### config.mk
export PLATFORM = sky130hd
export DESIGN_NAME = mem_access_unit
export DESIGN_NICKNAME = d
export VERILOG_FILES = /design/src/rtl/mem_pkg.sv /design/src/rtl/load_align_ext.sv /design/src/rtl/mem_access_unit.sv
export SDC_FILE = /design/constraint.sdc
export NUM_CORES = 1
export LEC_CHECK = 0
export CORE_ASPECT_RATIO = 0.5
export CORE_MARGIN = 1.5
export CORE_UTILIZATION = 43
export DETAILED_ROUTE_END_ITERATION = 8
export GPL_TIMING_DRIVEN = 0
export HOLD_SLACK_MARGIN = 0.06
export PLACE_DENSITY = 0.8
export SLEW_MARGIN = 0
export SYNTH_ARGS = -nofsm -noshare
export SYNTH_HDL_FRONTEND = slang
export SYNTH_SLANG_ARGS = --single-unit
### constraint.sdc
create_clock -name clk -period 2.95 [get_ports clk]
set_clock_uncertainty 0.2 [all_clocks]
set_input_delay 0.295 -clock clk [delete_from_list [all_inputs] [get_ports clk]]
set_output_delay 0.295 -clock clk [all_outputs]
set_load 0.05 [all_outputs]
### src/rtl/mem_pkg.sv
// Shared encodings for the MEM-stage access unit and the load alignment block:
// load/store funct3 values, access sizes and the access FSM state encoding.
package mem_pkg;

    localparam logic [2:0] F3_LB  = 3'b000;
    localparam logic [2:0] F3_LH  = 3'b001;
    localparam logic [2:0] F3_LW  = 3'b010;
    localparam logic [2:0] F3_LBU = 3'b100;
    localparam logic [2:0] F3_LHU = 3'b101;

    localparam logic [1:0] ST_SB = 2'b00;
    localparam logic [1:0] ST_SH = 2'b01;
    localparam logic [1:0] ST_SW = 2'b10;

    typedef enum logic [1:0] {
        S_IDLE   = 2'd0,
        S_ACCESS = 2'd1,
        S_DONE   = 2'd2
    } mem_state_e;

    typedef enum logic [1:0] {
        SZ_BYTE = 2'd0,
        SZ_HALF = 2'd1,
        SZ_WORD = 2'd2
    } mem_size_e;

endpackage

### src/rtl/load_align_ext.sv
// Combinational load-data alignment: picks the byte/halfword addressed by
// off_in out of a 32-bit word and sign- or zero-extends it per funct3.
module load_align_ext
    import mem_pkg::*;
(
    input  logic [31:0] rdata_in,
    input  logic [1:0]  off_in,
    input  logic [2:0]  funct3_in,
    output logic [31:0] data_out
);

    logic [7:0]  byte_sel;
    logic [15:0] half_sel;

    always_comb begin
        byte_sel = rdata_in[8*off_in +: 8];
        half_sel = off_in[1] ? rdata_in[31:16] : rdata_in[15:0];
        case (funct3_in)
            F3_LB:   data_out = {{24{byte_sel[7]}}, byte_sel};
            F3_LH:   data_out = {{16{half_sel[15]}}, half_sel};
            F3_LBU:  data_out = {24'd0, byte_sel};
            F3_LHU:  data_out = {16'd0, half_sel};
            default: data_out = rdata_in;
        endcase
    end

endmodule

### src/rtl/mem_access_unit.sv
// MEM-stage data-memory access unit: IDLE -> ACCESS -> DONE per load/store,
// stalling the pipeline via busywait. Optional watchdog: MEM_ACCESS_TIMEOUT_EN.
module mem_access_unit
    import mem_pkg::*;
#(
    parameter int ADDR_W         = 32,
    parameter int TIMEOUT_CYCLES = 64
) (
    input  logic              clk,
    input  logic              rst,
    input  logic [3:0]        mem_read_in,
    input  logic [2:0]        mem_write_in,
    input  logic [ADDR_W-1:0] addr_in,
    input  logic [31:0]       write_data_in,
    output logic              busywait,
    output logic [31:0]       load_data_out,
    output logic              misaligned_out,
    output logic              bus_error_out,
    output logic              dmem_read,
    output logic              dmem_write,
    output logic [ADDR_W-1:0] dmem_addr,
    output logic [31:0]       dmem_wdata,
    output logic [3:0]        dmem_byte_en,
    input  logic [31:0]       dmem_rdata,
    input  logic              dmem_ack
);

    mem_state_e        state_q, state_d;
    logic              dmem_read_q, dmem_read_d;
    logic              dmem_write_q, dmem_write_d;
    logic [ADDR_W-1:0] dmem_addr_q, dmem_addr_d;
    logic [31:0]       dmem_wdata_q, dmem_wdata_d;
    logic [3:0]        byte_en_q, byte_en_d;
    logic [31:0]       load_data_q, load_data_d;
    logic              bus_error_q, bus_error_d;
    logic [2:0]        ld_funct3_q, ld_funct3_d;
    logic [1:0]        ld_off_q, ld_off_d;

    logic              load_en, store_en, op_valid, misaligned;
    mem_size_e         op_size;
    logic [31:0]       aligned_data;

`ifdef MEM_ACCESS_TIMEOUT_EN
    localparam int CNT_W = $clog2(TIMEOUT_CYCLES) + 1;
    localparam logic [CNT_W-1:0] TMO_LOAD = CNT_W'(TIMEOUT_CYCLES - 1);
    logic [CNT_W-1:0] tmo_cnt_q, tmo_cnt_d;
`else
    localparam int UNUSED_TIMEOUT_CYCLES = TIMEOUT_CYCLES;
`endif

    load_align_ext u_align (
        .rdata_in  (dmem_rdata),
        .off_in    (ld_off_q),
        .funct3_in (ld_funct3_q),
        .data_out  (aligned_data)
    );

    // Store wins when both enables are set; unknown encodings fall back to word.
    always_comb begin
        load_en  = mem_read_in[3];
        store_en = mem_write_in[2];
        op_size  = SZ_WORD;
        if (store_en) begin
            case (mem_write_in[1:0])
                ST_SB:   op_size = SZ_BYTE;
                ST_SH:   op_size = SZ_HALF;
                default: op_size = SZ_WORD;
            endcase
        end else begin
            case (mem_read_in[2:0])
                F3_LB, F3_LBU: op_size = SZ_BYTE;
                F3_LH, F3_LHU: op_size = SZ_HALF;
                default:       op_size = SZ_WORD;
            endcase
        end
        misaligned = (load_en || store_en) &&
                     (((op_size == SZ_HALF) && addr_in[0]) ||
                      ((op_size == SZ_WORD) && (addr_in[1:0] != 2'b00)));
        op_valid   = (load_en || store_en) && !misaligned;
    end

    always_comb begin
        state_d      = state_q;
        dmem_read_d  = dmem_read_q;
        dmem_write_d = dmem_write_q;
        dmem_addr_d  = dmem_addr_q;
        dmem_wdata_d = dmem_wdata_q;
        byte_en_d    = byte_en_q;
        load_data_d  = load_data_q;
        bus_error_d  = 1'b0;
        ld_funct3_d  = ld_funct3_q;
        ld_off_d     = ld_off_q;
        busywait     = 1'b0;
`ifdef MEM_ACCESS_TIMEOUT_EN
        tmo_cnt_d    = tmo_cnt_q;
`endif
        case (state_q)
            S_IDLE: begin
                if (op_valid) begin
                    busywait     = 1'b1;
                    state_d      = S_ACCESS;
                    dmem_read_d  = !store_en;
                    dmem_write_d = store_en;
                    dmem_addr_d  = {addr_in[ADDR_W-1:2], 2'b00};
                    ld_funct3_d  = mem_read_in[2:0];
                    ld_off_d     = addr_in[1:0];
                    dmem_wdata_d = 32'd0;
                    byte_en_d    = 4'b1111;
                    if (store_en) begin
                        case (op_size)
                            SZ_BYTE: begin
                                dmem_wdata_d = {4{write_data_in[7:0]}};
                                byte_en_d    = 4'b0001 << addr_in[1:0];
                            end
                            SZ_HALF: begin
                                dmem_wdata_d = {2{write_data_in[15:0]}};
                                byte_en_d    = addr_in[1] ? 4'b1100 : 4'b0011;
                            end
                            default: dmem_wdata_d = write_data_in;
                        endcase
                    end
`ifdef MEM_ACCESS_TIMEOUT_EN
                    tmo_cnt_d = TMO_LOAD;
`endif
                end
            end
            S_ACCESS: begin
                busywait = 1'b1;
                if (dmem_ack) begin
                    dmem_read_d  = 1'b0;
                    dmem_write_d = 1'b0;
                    state_d      = S_DONE;
                    if (dmem_read_q) load_data_d = aligned_data;
                end
`ifdef MEM_ACCESS_TIMEOUT_EN
                else if (tmo_cnt_q == '0) begin
                    dmem_read_d  = 1'b0;
                    dmem_write_d = 1'b0;
                    bus_error_d  = 1'b1;
                    load_data_d  = 32'd0;
                    state_d      = S_DONE;
                end else begin
                    tmo_cnt_d = tmo_cnt_q - 1'b1;
                end
`endif
            end
            // One non-stalled cycle lets EX/MEM advance before a new op is seen.
            S_DONE:  state_d = S_IDLE;
            default: state_d = S_IDLE;
        endcase
    end

    always_ff @(posedge clk or negedge rst) begin
        if (!rst) begin
            state_q      <= S_IDLE;
            dmem_read_q  <= 1'b0;
            dmem_write_q <= 1'b0;
            dmem_addr_q  <= '0;
            dmem_wdata_q <= '0;
            byte_en_q    <= '0;
            load_data_q  <= '0;
            bus_error_q  <= 1'b0;
            ld_funct3_q  <= '0;
            ld_off_q     <= '0;
`ifdef MEM_ACCESS_TIMEOUT_EN
            tmo_cnt_q    <= '0;
`endif
        end else begin
            state_q      <= state_d;
            dmem_read_q  <= dmem_read_d;
            dmem_write_q <= dmem_write_d;
            dmem_addr_q  <= dmem_addr_d;
            dmem_wdata_q <= dmem_wdata_d;
            byte_en_q    <= byte_en_d;
            load_data_q  <= load_data_d;
            bus_error_q  <= bus_error_d;
            ld_funct3_q  <= ld_funct3_d;
            ld_off_q     <= ld_off_d;
`ifdef MEM_ACCESS_TIMEOUT_EN
            tmo_cnt_q    <= tmo_cnt_d;
`endif
        end
    end

    assign misaligned_out = misaligned;
    assign bus_error_out  = bus_error_q;
    assign dmem_read      = dmem_read_q;
    assign dmem_write     = dmem_write_q;
    assign dmem_addr      = dmem_addr_q;
    assign dmem_wdata     = dmem_wdata_q;
    assign dmem_byte_en   = byte_en_q;
    assign load_data_out  = load_data_q;

endmodule

==> metrics.md <==
| Metric | Value |
|---|---|
| CTS clk-pin slew, worst paths | `70 ps` |
| Fin crit period | `2850 ps` |
| # diodes | `0` |
| Worst-margin pin slew | `908 ps` |
| # nets final | `812` |
| WHS Path Cells | `1` |
| Clock power frac | `13.2%` |
| Tightest Hold Check Type | `register to register` |
| Slew Limit Fails | `0` |
| CORE AREA | `11800 sq um` |
| Final setup violation count | `0` |
| Die area | `between 10000 and 15000 sq um` |
| Area grow syn2layout | `51.0%` |
| Worst Setup Start Kind | `primary input` |
| Routability cong. | `between 0.8 and 0.9` |
| Fin worst setup slack | `98.3 ps` |
| Post-CTS Setup Bufs | `0` |
| Synth cell count leaders | `dfrtp_1, nand2_1, nor2_1` |
| Worst r2r src | `ld_off_q[1]` |
| Design Area, Final | `7830 sq um` |
| Critical Path RT | `2460 ps` |
| Drt pass-1 iters | `5` |
| I/O Buffers | `207` |
| Max_slew headroom | `39.4%` |
| Unrepaired setup endpoints after global routing | `false` |
| Seq/Total Area, Yosys | `about half` |
| Mean Syn Cell Area | `10.7 sq um` |
| Row count | `28` |
| Chip Height | `approximately 81 microns` |
| Die X-Extent | `158 microns` |
| DRT iter0 DRCs | `221` |
| WL/cell | `17.5 microns` |
| Top-count cell post-synth | `dfrtp_1` |
| Layout cells sized above 1 | `10.1%` |
| Final core occ | `66.5%` |
| Top_reg_cell synth | `dfrtp_1` |
| Max Cap Viol | `0` |
| Worst path arrival time | `between 2000 and 2500 ps` |
| Sw frac | `approximately 48%` |
| # IOs | `211` |
| Antenna-violating nets left | `0` |
| Crit share post-route | `96.7%` |
| Setup slack, reg-to-reg | `650 ps` |
| Initial Utilization | `44.1%` |
| Fin. Hold Viols | `0` |
| Number of buffers created by CTS | `9` |
| Worst-Skew Late Latency | `340 ps` |
| CP endpoint kind | `primary output` |
| Worst-path maximum fanout | `10` |
| First-pass GRT wire length | `between 20000 and 25000 microns` |
| CTS tree | `yes` |
| Reg-to-Reg End | `load_data_out[23]` |
| #FFs+latches synth | `around 110` |
| Post-synth ARST share | `between 90% and 100%` |
| Root Buffer | `clkbuf_16` |
| Largest net degree at the start of global routing | `59` |
| Pwr dens | `1200 nW/um^2` |
| HP Start | `dmem_wdata[8]` |
| Mapped Cells | `about 480` |
| Vias post-DR | `4549` |
| Share of power burned in registers | `27.2%` |
| H-tree levels | `3` |
| Vias per cell | `5.19` |
| Gate power share | `between 50% and 60%` |
| CTS sink cnt | `107` |
| Status | `completed` |
| Kind of critical path | `primary input to primary output` |
| WHS Endpoint | `dmem_wdata[8]` |
| Post-synth EDFFs | `0` |
| DRC Markers | `0` |
| Top cell type's share of synthesized area | `51.6%` |
| Dpl hpwl | `11600 microns` |
| All-Layer GR Usage | `24.4%` |
| Internal Pwr Total | `0.00485 W` |
| Post-synthesis cell type count | `32` |
| Synth top area cells | `dfrtp_1, mux2_1, mux2i_1` |
| Sw Pwr | `~0.0046 W` |
| Leak | `~3.4 nW` |
| Max Fclk | `approximately 350 MHz` |
| Total routed wirelength | `15300 microns` |
| CTS Buffer Depth | `2` |
| Largest area contributor in the netlist | `dfrtp_1` |
| Synthesized cell area | `5190 sq um` |
| Placed instance area | `around 7500 sq um` |
| Initial antenna violation count | `0` |
| Total grt overflow | `0` |
| Number of global-route vias before repair | `between 4k and 5k` |
| Worst r2r path cells | `6` |
| Post-placement setup slack | `-341 ps` |
| Yosys warning total | `0` |
| Peak VDD IR | `0.535 mV` |
-- through the flow --
step / total power [W] / cells / hold slack (ps) / setup TNS (ps)
CTS: 0.00944 / 876 / 296 / 0
global placement: 0.00807 / 858 / 267 / -289840
global route: 0.00984 / 876 / 311 / 0
floorplan: 0.00622 / 486 / -201 / 0
finish: 0.00940 / 876 / 292 / 0
detailed placement: 0.00817 / 859 / 179 / -341
-- placed cells by master (no fill, tap or decap), drive strengths merged --
cell           Yosys  final
a31oi              7      7
nand2b             4      4
nor3b              2      2
nand2             64     64
dlygate4sd3        0      1
mux2              65     65
and2               1      1
nand3b             1      1
clkdlybuf4s15      0      1
mux4               1      1
dlymetal6s2s       0      1
nor3               2      2
a211oi             1      1
o22a               7      7
conb               1      3
clkinv             0      1
nor2b             10     10
a22oi              8      8
clkbuf            11     22
mux2i             37     37
o21ai             19     19
o211ai             8      8
a21oi             21     21
nor4               2      2
bufinv             0      1
clkinvlp           0      1
clkdlybuf4s50      0    204
nor2              53     53
dfrtp            107    107
inv               20     22
a221oi             8      8
buf               24     26
-- kinds of logic after synthesis --
group                  synth area share [%]
other                                0.0723
muxes                                  21.7
buffers and inverters                  5.21
DFF                                    51.6
AOI/OAI and AO/OA                      10.2
and+or+nand+nor                        11.2
-- cell type report --
class	count	area, sq um
clock buffers	11	243
plain buffers	35	199
clock inverters	5	60.1
repair buffers	209	2110
fillers	950	3940
inverters	20	75.1
well taps	165	206
multi-input cells	324	2260
flip-flops and latches	107	2680
-- how the worst max path moves through the flow --
stage / startpoint / endpoint
2_1_floorplan: mem_write_in[2] / busywait
3_3_place_gp: rst / load_data_out[14]
3_5_place_dp: mem_write_in[2] / busywait
4_1_cts: mem_write_in[2] / misaligned_out
5_1_grt: mem_write_in[2] / busywait
6_report: mem_write_in[2] / busywait
-- repair_timing --
item / 4_1_cts / 5_1_grt
endpoints found under the hold margin: 49 / 0
hold buffers: 1 / 0
gates resized for setup: 3 / 4
setup endpoints to repair: 1 / 2
-- critical path, cell delays in order --
cell and delay, ps:
clkdlybuf4s50_1 450, buf_4 190, nor2_1 190, a22oi_4 140, o211ai_4 250, buf_6 210, buf_4 230, nand2_1 70
clkdlybuf4s15_2 330
-- state kept, by name, summed over array words and instances (netlist names) --
signal	cells
dmem_write	1
dmem_byte_en	4
ld_funct3_q	3
state_q	2
dmem_addr	30
dmem_wdata	32
ld_off_q	2
dmem_read	1
load_data_out	32
-- routing by layer --
| metal | up-vias | wire [microns] | track usage (%) |
|---|---|---|---|
| li1 | 2099 | - | - |
| met1 | 2242 | 6500 | 31.3 |
| met2 | 176 | 7470 | 40.8 |
| met3 | 32 | 950 | 5.23 |
| met4 | 0 | 399 | 8.97 |
| met5 | - | 0 | 0 |
-- power by group through the flow --
stage               Clock, W  Sequential (W)  Combinational [W]
floorplan                  0         0.00484            0.00137
global placement           0         0.00255            0.00552
detailed placement         0         0.00258            0.00559
CTS                  0.00126         0.00256            0.00561
global route         0.00132         0.00265            0.00587
finish               0.00124         0.00256            0.00560
(Power assumes the default switching activity.)
